==> src/rtl/divider_pkg.sv <==
// -----------------------------------------------------------------------------
// divider_pkg
//   Shared CPU definitions used by the iterative divider.
//   Contents:
//     DIV_WIDTH          default operand/result width
//     STEP_W             width of the shift-subtract step counter
//     DIV_ZERO_QUOTIENT  quotient pattern written to LO on divide-by-zero
//                        (sliced to the operand width by the user)
//     div_state_t        divider FSM state encoding
// -----------------------------------------------------------------------------
package divider_pkg;

    localparam int DIV_WIDTH = 32;
    localparam int STEP_W    = 5;

    // Divide-by-zero produces an all-ones quotient. Held at 64 bits so any
    // operand width up to 64 can take its low slice.
    localparam logic [63:0] DIV_ZERO_QUOTIENT = '1;

    typedef enum logic [1:0] {
        IDLE    = 2'd0,
        BY_ZERO = 2'd1,
        RUN     = 2'd2,
        DONE    = 2'd3
    } div_state_t;

endpackage : divider_pkg

==> src/rtl/divider_div_step.sv <==
// -----------------------------------------------------------------------------
// div_step
//   One restoring shift-subtract step of an unsigned division.
//   Ports:
//     rem       current partial remainder (always < dvs)
//     bit_in    next dividend bit shifted into the partial remainder
//     dvs       divisor magnitude (non-zero)
//     rem_next  partial remainder after this step
//     q_bit     quotient bit produced by this step
// -----------------------------------------------------------------------------
module div_step #(
    parameter int WIDTH = 32
) (
    input  logic [WIDTH-1:0] rem,
    input  logic             bit_in,
    input  logic [WIDTH-1:0] dvs,
    output logic [WIDTH-1:0] rem_next,
    output logic             q_bit
);

    logic [WIDTH:0] shifted;
    logic [WIDTH:0] diff;

    // rem < dvs on entry, so the shifted value is < 2*dvs and fits WIDTH+1
    // bits; the top bit of the difference is therefore a clean borrow flag.
    assign shifted  = {rem, bit_in};
    assign diff     = shifted - {1'b0, dvs};
    assign q_bit    = ~diff[WIDTH];
    assign rem_next = q_bit ? diff[WIDTH-1:0] : shifted[WIDTH-1:0];

endmodule : div_step

==> src/rtl/divider.sv <==
// -----------------------------------------------------------------------------
// divider
//   Multi-cycle DIV/DIVU unit for the HI/LO register pair. Signed operands are
//   converted to magnitudes, divided by a restoring shift-subtract loop (one
//   step per clock), and the signs are fixed up on the final step.
//
//   Handshake: start is a request sampled only while the unit is idle (busy=0,
//   state IDLE) and cancel=0; signed_op, dividend and divisor are captured on
//   that same edge. busy stays high until the result is ready; result_valid is
//   a single-cycle strobe with hi/lo already carrying the new result. There is
//   no back-pressure on the result. cancel aborts any operation in progress
//   and the unit returns to IDLE without producing a result.
//
//   Ports:
//     clock         system clock, rising edge
//     reset         asynchronous active-low reset
//     start         request to begin a division
//     signed_op     1 = DIV (two's complement), 0 = DIVU
//     cancel        pipeline flush, aborts any operation in progress
//     dividend      rs operand
//     divisor       rt operand
//     busy          pipeline stall request while an operation runs
//     result_valid  one-cycle HI/LO write enable
//     hi            remainder
//     lo            quotient
//     state         current FSM state (debug visibility)
// -----------------------------------------------------------------------------
module divider
    import divider_pkg::*;
#(
    parameter int WIDTH = DIV_WIDTH
) (
    input  logic             clock,
    input  logic             reset,
    input  logic             start,
    input  logic             signed_op,
    input  logic             cancel,
    input  logic [WIDTH-1:0] dividend,
    input  logic [WIDTH-1:0] divisor,
    output logic             busy,
    output logic             result_valid,
    output logic [WIDTH-1:0] hi,
    output logic [WIDTH-1:0] lo,
    output div_state_t       state
);

    // Working registers. quo starts as the dividend magnitude and is shifted
    // left each step: its MSB feeds the remainder, quotient bits enter at LSB.
    // On the divide-by-zero path quo holds the raw dividend bit pattern.
    logic [WIDTH-1:0]  rem;
    logic [WIDTH-1:0]  quo;
    logic [WIDTH-1:0]  dvs;
    logic [STEP_W-1:0] step;
    logic              neg_q;
    logic              neg_r;

    logic              accept;
    logic              last_step;
    logic [WIDTH-1:0]  dividend_mag;
    logic [WIDTH-1:0]  divisor_mag;
    logic [WIDTH-1:0]  step_rem;
    logic              step_q;
    logic [WIDTH-1:0]  quo_next;
    logic [WIDTH-1:0]  final_q;
    logic [WIDTH-1:0]  final_r;

    assign accept    = start && !cancel;
    assign last_step = (step == STEP_W'(WIDTH - 1));

    // Magnitudes: in signed mode a negative operand is negated. The most
    // negative value maps to itself, which is its correct unsigned magnitude.
    assign dividend_mag = (signed_op && dividend[WIDTH-1]) ? -dividend : dividend;
    assign divisor_mag  = (signed_op && divisor[WIDTH-1])  ? -divisor  : divisor;

    div_step #(
        .WIDTH (WIDTH)
    ) u_step (
        .rem      (rem),
        .bit_in   (quo[WIDTH-1]),
        .dvs      (dvs),
        .rem_next (step_rem),
        .q_bit    (step_q)
    );

    assign quo_next = {quo[WIDTH-2:0], step_q};

    // Sign fix-up applied on the last step. Quotient negation wraps, so
    // most-negative / -1 yields the most-negative value without trapping.
    assign final_q = neg_q ? -quo_next : quo_next;
    assign final_r = neg_r ? -step_rem : step_rem;

    always_ff @(posedge clock or negedge reset) begin
        if (!reset) begin
            state        <= IDLE;
            step         <= '0;
            busy         <= 1'b0;
            result_valid <= 1'b0;
            hi           <= '0;
            lo           <= '0;
            rem          <= '0;
            quo          <= '0;
            dvs          <= '0;
            neg_q        <= 1'b0;
            neg_r        <= 1'b0;
        end else begin
            // result_valid is a strobe; only the transition into DONE sets it.
            result_valid <= 1'b0;

            case (state)
                IDLE: begin
                    busy <= 1'b0;
                    if (accept) begin
                        step  <= '0;
                        rem   <= '0;
                        dvs   <= divisor_mag;
                        neg_q <= signed_op && (dividend[WIDTH-1] ^ divisor[WIDTH-1]);
                        neg_r <= signed_op && dividend[WIDTH-1];
                        busy  <= 1'b1;
                        if (divisor == '0) begin
                            quo   <= dividend;
                            state <= BY_ZERO;
                        end else begin
                            quo   <= dividend_mag;
                            state <= RUN;
                        end
                    end
                end

                BY_ZERO: begin
                    busy <= 1'b0;
                    if (cancel) begin
                        state <= IDLE;
                    end else begin
                        lo           <= DIV_ZERO_QUOTIENT[WIDTH-1:0];
                        hi           <= quo;
                        result_valid <= 1'b1;
                        state        <= DONE;
                    end
                end

                RUN: begin
                    if (cancel) begin
                        busy  <= 1'b0;
                        step  <= '0;
                        state <= IDLE;
                    end else begin
                        rem  <= step_rem;
                        quo  <= quo_next;
                        step <= step + 1'b1;
                        if (last_step) begin
                            busy         <= 1'b0;
                            lo           <= final_q;
                            hi           <= final_r;
                            result_valid <= 1'b1;
                            step         <= '0;
                            state        <= DONE;
                        end
                    end
                end

                DONE: begin
                    // The result was already written on entry; cancel and
                    // start have nothing left to affect here.
                    busy  <= 1'b0;
                    state <= IDLE;
                end

                default: begin
                    busy  <= 1'b0;
                    state <= IDLE;
                end
            endcase
        end
    end

endmodule : divider

==> config.mk <==
export PLATFORM = sky130hd
export DESIGN_NAME = divider
export DESIGN_NICKNAME = d
export VERILOG_FILES = /design/src/rtl/divider_pkg.sv /design/src/rtl/divider_div_step.sv /design/src/rtl/divider.sv
export SDC_FILE = /design/constraint.sdc
export NUM_CORES = 1
export LEC_CHECK = 0
export CAP_MARGIN = 10
export CORE_MARGIN = 2
export CORE_UTILIZATION = 63
export CTS_CLUSTER_SIZE = 30
export DETAILED_ROUTE_END_ITERATION = 8
export HOLD_SLACK_MARGIN = 0.1
export PLACE_DENSITY_LB_ADDON = 0.25
export SKIP_LAST_GASP = 1
export SYNTH_ARGS = -nofsm -noshare
export SYNTH_HDL_FRONTEND = slang
export SYNTH_SLANG_ARGS = --single-unit
==> constraint.sdc <==
create_clock -name clock -period 15.4 [get_ports clock]
set_input_delay 3.08 -clock clock [delete_from_list [all_inputs] [get_ports clock]]
set_output_delay 3.08 -clock clock [all_outputs]
set_load 0.02 [all_outputs]
==> qor.csv <==
metric,value,unit
outcome,completed,
synth_top_flop_cell,dfrtp_1,
synthTopCellsByArea,"dfrtp_1, a21oi_1, o21ai_0",
dieWidth,145.5,µm
slew_violations,0,
synth.distinct_cells,83,
grtUsageMet1,48.03,%
grtUsageTotal,36.05,%
finalClockSkew,16.15,ps
criticalPathCategory,input pin to flop,
synth-edff-count,0,
portBuffers,136,
leakagePower,6.134,nW
yosys.area_share.simple,20.50,%
cts.clk_slew.worst_paths,70,ps
grt_max_degree,82,
multi_input_area,7759,µm²
holdPathEnd,dvs[23]$_DFFE_PN0P_,
cts.sinks,171,
yosysTopAreaCell,dfrtp_1,
cts_resized,0,
final_nets,1781,
synth_compound_area_share,25.24,%
drt_first_iter_violations,1087,
clk_path_buf_depth,2,
hp-start,dvs[23]$_DFFE_PN0P_,
synth.ff_latch_count,171,
synth.mux.area_fraction,2.103,%
synth_xor_area_share,9.236,%
htree_levels,4,
synth.most_common_cell,nand2_1,
worstPathMaxFanout,71,
met2_usage,56.68,%
die_h,145.5,µm
post_cts_buffers,0,
syn_area_per_cell,7.917,µm²
yosys_warnings,0,
synth_top_family_by_area,compound AO/OA/AOI/OAI gates,
reg2reg_depth,24,
clk_latency,440,ps
hold_viol_final,0,
core_area,19530,µm²
timing.rr.end,hi[30]$_DFFE_PN0P_,
worst_ir_drop_vdd,0.0001617,V
cap_violations,0,
synth_nets,1705,
start_util,64.59,%
rsz0062_at_grt,false,
synth_top_area_share,33.93,%
max_clock_freq,148.3,MHz
cp_data_arrival_time,7060,ps
die_area,21170,µm²
overflow,0,
numCtsBuffers,17,
worstSetupStartpointType,input pin,
fillers,1482,
use_met3,9.781,%
grt_pass1_vias,11810,
grt.busiest_layer,met2,
worstMarginPinSlew,1098,ps
antenna_found_initial,1,
fin_crit,6742,ps
routed_via_density,6.442,
grt_first_pass_wirelength,61530,µm
area_delta_synth_final,16.11,%
regArea,4279,µm²
wirelength,38440,µm
endpoint_kind,flop,
synth_cells,1593,
slew-limit-headroom,26.51,%
timing.rr.start,quo[31]$_DFFE_PN0P_,
syn_area,12610,µm²
synthAdderAreaFrac,4.325,%
cts_tree,done,
yosysSeqAreaShare,33.93,%
drive_gt1_share,4.697,%
synth_commonest_cells,"nand2_1, a21oi_1, dfrtp_1",
ant_nets,0,
fin_tns_setup,0,ps
rows,51,
io_pins,137,
hpwlAfterDp,28190,µm
period_share,43.78,%
ys_async_sr_fraction,100.0,%
cts_hold_buf,0,
finalSetupViolations,0,
hold_path.class,flop to flop,
cp.required,15720,ps
first_pass_iters,5,
timing.final.ws_setup,8658,ps
route.detailed.drc,0,
min_path_cells,2,
r2r_slack,8950,ps
dp_slack,8249,ps
power_density,279.2,nW/µm²
wl_per_cell,19.73,µm
vias,12550,
gp_congestion,0.9543,
root_buffer,clkbuf_16,
-- kinds of logic (layout without fill, tap and decap cells) --
logic type | Yosys count | after routing
compound gates | 520 | 520
xor+xnor | 133 | 133
flops | 171 | 171
fa+ha+maj | 43 | 43
buf+inv | 151 | 240
simple gates | 549 | 549
mux | 26 | 26
other cells | 0 | 1
-- layout make-up --
| class | count | share of cell area (%) |
|---|---|---|
| multi-input cells | 1271 | 52.98 |
| flip-flops and latches | 171 | 29.22 |
| repair buffers | 149 | 9.997 |
| clock buffers | 19 | 3.025 |
| well taps | 265 | 2.264 |
| inverters | 59 | 1.512 |
| clock inverters | 13 | 0.9826 |
| diodes | 1 | 0.01709 |
-- worst max-delay path, cell delays in order --
cell and delay, ps:
clkdlybuf4s50_1 620, nand2b_1 270, or2_2 280, buf_4 300, a21boi_0 310, nor2_1 910
nand2_1 830, o21ai_0 440
-- worst max path at each step --
stage | from | to | slack [ps] | cells after the start
2_1_floorplan | divisor[8] | quo[17]$_DFFE_PN0P_ | 9760 | 13
3_3_place_gp | cancel | rem[30]$_DFFE_PN0P_ | 8500 | 8
3_5_place_dp | cancel | rem[5]$_DFFE_PN0P_ | 8250 | 8
4_1_cts | cancel | rem[11]$_DFFE_PN0P_ | 8720 | 8
5_1_grt | cancel | rem[11]$_DFFE_PN0P_ | 8420 | 8
6_report | cancel | rem[11]$_DFFE_PN0P_ | 8660 | 8
-- per-stage QoR --
step	instance area (µm²)	std cells	total power, W	utilization, %	hold WS [ps]
floorplan	12610	1593	0.002767	-	445.3
global placement	14040	1914	0.003511	71.92	460.9
detailed placement	14040	1914	0.003560	71.92	471.0
CTS	14630	1946	0.004019	74.93	486.4
global route	14640	1947	0.004369	74.98	509.2
finish	14640	1948	0.004088	75.00	479.4
-- sequential cells by signal, indices dropped and copies added (netlist names) --
name and count:
result_valid 1, lo 32, quo 32, hi 32, dvs 32, busy 1
rem 32, step 5, state 2, neg_q 1, neg_r 1
-- power breakdown --
part,switching [W],total (W),internal [W]
combinational,0.00171,0.00278,0.00107
clock,0.000202,0.000437,0.000235
sequential,0.000228,0.000871,0.000644
-- layer usage --
layer | wire length (µm) | vias up | share of wire (%)
met5 | 0 | - | 0
met4 | 1398 | 0 | 3.6
met3 | 3713 | 112 | 9.7
met2 | 17250 | 630 | 45
met1 | 16080 | 5976 | 42
li1 | - | 5831 | -
-- placed cells by master (no fill, tap or decap), types with 33 or more instances in the layout --
cell	synthesis	routed
nand2_1	184	184
a21oi_1	179	179
dfrtp_1	171	171
nor2_1	155	153
o21ai_0	150	150
clkdlybuf4s50_1	0	135
xor2_1	69	69
xnor2_1	64	64
inv_1	57	57
ha_1	42	41
nor3_1	33	33
(Power assumes the default switching activity.)
